File: config.mk
export PLATFORM = sky130hd
export DESIGN_NAME = reg_file
export DESIGN_NICKNAME = d
export VERILOG_FILES = /design/src/rtl/reg_file.sv
export SDC_FILE = /design/constraint.sdc
export NUM_CORES = 1
export LEC_CHECK = 0
export ABC_AREA = 1
export CAP_MARGIN = 0
export CORE_UTILIZATION = 60
export CTS_BUF_LIST = sky130_fd_sc_hd__clkbuf_16
export CTS_CLUSTER_DIAMETER = 50
export DETAILED_ROUTE_END_ITERATION = 12
export HOLD_SLACK_MARGIN = 0.02
export PLACE_DENSITY = 0.81
export RECOVER_POWER = 25
export SKIP_CTS_REPAIR_TIMING = 1
export SYNTH_ARGS = -nofsm -noshare
export SYNTH_HDL_FRONTEND = slang
export SYNTH_SLANG_ARGS = --single-unit
File: constraint.sdc
create_clock -name clk -period 7.7 [get_ports clk]
set_input_delay 1.54 -clock clk [delete_from_list [all_inputs] [get_ports clk]]
set_output_delay 1.54 -clock clk [all_outputs]
set_load 0.005 [all_outputs]
File: src/rtl/reg_file.sv
// rtl/reg_file.sv - 16x16 register file with pending scoreboard; REG_FILE_BYPASS_EN enables writeback bypass
module reg_file (
  input  logic        clk,
  input  logic        rst,
  input  logic [15:0] wdata_w,
  input  logic [3:0]  dest_w,
  input  logic        we_w,
  input  logic [3:0]  raddr_a,
  input  logic [3:0]  raddr_b,
  input  logic        use_a,
  input  logic        use_b,
  input  logic        set_en,
  input  logic [3:0]  set_dest,
  output logic [15:0] rdata_a,
  output logic [15:0] rdata_b,
  output logic        pend_a,
  output logic        pend_b,
  output logic        stall,
  output logic [4:0]  pend_cnt
);

  logic [15:0] regs [16];
  logic [15:0] pend;
  logic [15:0] pend_nxt;
  logic [4:0]  cnt_nxt;

  // Clear from writeback first, then set from issue, so a same-register set wins.
  always_comb begin
    pend_nxt = pend;
    if (we_w)   pend_nxt[dest_w]   = 1'b0;
    if (set_en) pend_nxt[set_dest] = 1'b1;
  end

  always_comb begin
    cnt_nxt = '0;
    for (int i = 0; i < 16; i++) cnt_nxt = cnt_nxt + {4'd0, pend_nxt[i]};
  end

  always_ff @(posedge clk) begin
    if (!rst) begin
      for (int i = 0; i < 16; i++) regs[i] <= '0;
      pend     <= '0;
      pend_cnt <= '0;
    end else begin
      if (we_w) regs[dest_w] <= wdata_w;
      pend     <= pend_nxt;
      pend_cnt <= cnt_nxt;
    end
  end

`ifdef REG_FILE_BYPASS_EN
  logic hit_a;
  logic hit_b;

  assign hit_a   = we_w && (dest_w == raddr_a);
  assign hit_b   = we_w && (dest_w == raddr_b);
  assign rdata_a = hit_a ? wdata_w : regs[raddr_a];
  assign rdata_b = hit_b ? wdata_w : regs[raddr_b];
  assign pend_a  = pend[raddr_a] & ~hit_a;
  assign pend_b  = pend[raddr_b] & ~hit_b;
`else
  assign rdata_a = regs[raddr_a];
  assign rdata_b = regs[raddr_b];
  assign pend_a  = pend[raddr_a];
  assign pend_b  = pend[raddr_b];
`endif

  assign stall = (pend_a & use_a) | (pend_b & use_b);

endmodule

==> out/metrics.csv <==
stage;metric;value;unit
grt;grt_overflow;0;
floorplanning;start_util;0.614;
setup_path;crit_path_cell_trace;clkdlybuf4s50_1 > buf_4 > clkinv_1 > buf_4 > nand3_1 > nand3_1 > nand2_1 > clkdlybuf4s50_1;
routing;drc_errors;0;
synthesis;synth_cells;1834;
setup_path;cp.required;6.16;ns
floorplanning;io_pins;78;
layout;seqCellArea;0.00811;mm2
cts;cts_root_buf;clkbuf_16;
floorplanning;rows;58;
routing;dr_wl_met3;5.16;mm
cts;insertion_delay;0.52;ns
grt;grt_use_total;0.354;
synthesis;synth_nets;1887;
layout;n_antenna_cell;0;
grt;grt_max_degree;158;
synthesis;synth-async-reset-ratio;0;
synthesis;yosys-top-cells-area;edfxtp_1 (49%), nand3_1 (7.3%), nor2_1 (6.7%), o211ai_1 (6.2%), nand2_1 (6.2%);
power_and_ir_drop;leakage;0.00700;uW
layout;synthToLayoutAreaGrowth;11.2;%
timing;drv_slew;0;
synthesis;ys.flop_type;edfxtp_1;
floorplanning;dieArea;0.0266;mm2
setup_path;critPathKind;in -> out;
synthesis;yosysMostFrequentCell;nor2_1;
grt;grt_pass1_wl;71.4;mm
setup_path;crit_buf_inv;5;
grt;first_global_vias;13312;
routing;wl_met2;22.5;mm
timing;final-setup-viol-count;0;
timing;finalHoldViolations;0;
routing;drtIter0Drc;2628;
setup_path;crit_family;buffers and inverters;
synthesis;yosysSeqAreaShare;0.521;
placement;placedCellCount;2108;
synthesis;synth_area;0.0155;mm2
timing;grt_setup_unrepaired;no;
timing;clock_skew;0.00683;ns
synthesis;synth-edff-count;256;
hold_path;min_path_type;reg -> reg;
status;status;finished, final reports clean;
setup_path;crit_fanout;35;
setup_path;arrival;4.40;ns
placement;gp_congestion;0.895;
synthesis;avgSynthCellArea;8.48;um2
routing;highest_layer;met4;
timing;fmax;168;MHz
placement;dp_hpwl;28.6;mm
synthesis;yosys.area.top_type;edfxtp_1;
timing;period_needed;5.94;ns
setup_path;cp-end-kind;primary output;
timing;max_slew_margin;0.144;
floorplanning;coreArea;0.0253;mm2
cts;cts_max_level;2;
routing;drt-total-wl;46.7;mm
routing;drtAntennaViolNets;0;
routing;via_per_inst;6.38;
synthesis;synth_seq_cells;277;
setup_path;cp-start-kind;input port;
timing;post-route-period-util;0.771;
synthesis;yosysTopAreaCellShare;0.494;
layout;stdcell_count;2170;
grt;antenna_found_initial;0;
routing;drt_pre_antenna_iters;6;
timing;worst_pin_slew;1.28;ns
layout;layout-drive-gt1-share;0.0462;
cts;cts_buffers;35;
routing;wl_met1;16.6;mm
synthesis;yosysWarnings;0;
power_and_ir_drop;power_density;231;mW/mm2
synthesis;synth_common_cells;nor2_1 (279), edfxtp_1 (256), nand2_1 (255);
routing;vias;13837;
timing;tns;0;ns
cts;clock_sinks;277;
routing;wl_per_cell;21.5;um
setup_path;crit_slowest_cell;clkinv_1;
cts;clk_pin_slew_worst_paths;0.06;ns
power_and_ir_drop;ir_drop;0.000183;V
cts;cts.path.max_buffers;3;
setup_path;worst_path_largest_cell_delay;0.53;ns
synthesis;yosys.cell_types.count;29;
cts;cts_tree;yes;
job;cap_violations;0;
layout;nets;1868;
layout;final_util;0.683;
layout;nFillCells;1972;
placement;portBuffers;77;
floorplanning;die_h;163;um
floorplanning;die_w;163;um
layout;multi_input_area;0.00595;mm2
per-stage QoR:
stage	power [uW]	hold slack, ns	area [um2]	setup slack, ns
final	3990	0.487	17300	1.76
after global routing	4090	0.527	17300	1.72
after CTS	3970	0.488	17300	1.88
after detailed placement	2290	0.479	16100	1.65
after global placement	2270	0.483	16100	1.75
after floorplan	2100	0.461	15500	2.47
flip-flops by register name, summed over array words and instances, names as in the netlist:
| register | count |
|---|---|
| pend | 16 |
| regs | 256 |
| pend_cnt | 5 |
tightest hold or removal path: cells and delay by family (launching register included):
kind / cells / cell delay [ns]
flip-flops: 1 / 0.30
AND/OR/NAND/NOR: 1 / 0.08
AO/OA/AOI/OAI: 1 / 0.06
cell usage in the layout (no fill, tap or decap), drive strengths merged, types with 38 or more instances in the layout:
cell	instances
edfxtp	256
clkbuf	38
nand2	264
o211ai	128
a21oi	147
clkdlybuf4s50	66
inv	199
nand3	229
nor2	285
o21ai	136
worst paths after layout:
check,from,to,slack [ns],cells after the start
min,pend[5]$_SDFF_PN0_,pend[5]$_SDFF_PN0_,0.49,2
max,raddr_a[2],rdata_a[6],1.76,8
min reg2reg,pend[5]$_SDFF_PN0_,pend[5]$_SDFF_PN0_,0.49,2
max reg2reg,pend[15]$_SDFF_PN0_,pend_cnt[2]$_SDFF_PN0_,3.81,16
area by class of cell:
cell class | instances | area share
Tap cell | 330 | 0.0239
Multi-Input combinational cell | 1213 | 0.344
Clock inverter | 25 | 0.0161
Clock buffer | 37 | 0.0535
Sequential cell | 277 | 0.469
Inverter | 196 | 0.0425
Timing Repair Buffer | 92 | 0.0507
cells by family (layout without fill, tap and decap cells):
kind of cell               after synthesis  count (layout)  share of synthesized area
and+or+nand+nor                        784             784                      0.214
adders and majority gates               15              15                     0.0169
AOI/OAI and AO/OA                      414             414                      0.154
buffers and inverters                  344             350                     0.0934
DFF                                    277             277                      0.521
where the power goes:
group | internal, uW | leakage [uW] | switching [uW] | total (uW)
Sequential | 1730 | 0.00261 | 33.2 | 1760
Combinational | 168 | 0.00377 | 340 | 508
Clock | 1070 | 0.000613 | 647 | 1720
Total | 2970 | 0.00700 | 1020 | 3990
metal layers:
| layer | vias to the layer above | global-route usage |
|---|---|---|
| met4 | 0 | 0.197 |
| met1 | 6396 | 0.441 |
| met2 | 1029 | 0.590 |
| met5 | - | 0 |
| li1 | 6222 | - |
| met3 | 190 | 0.0568 |
(Power assumes the default switching activity.)
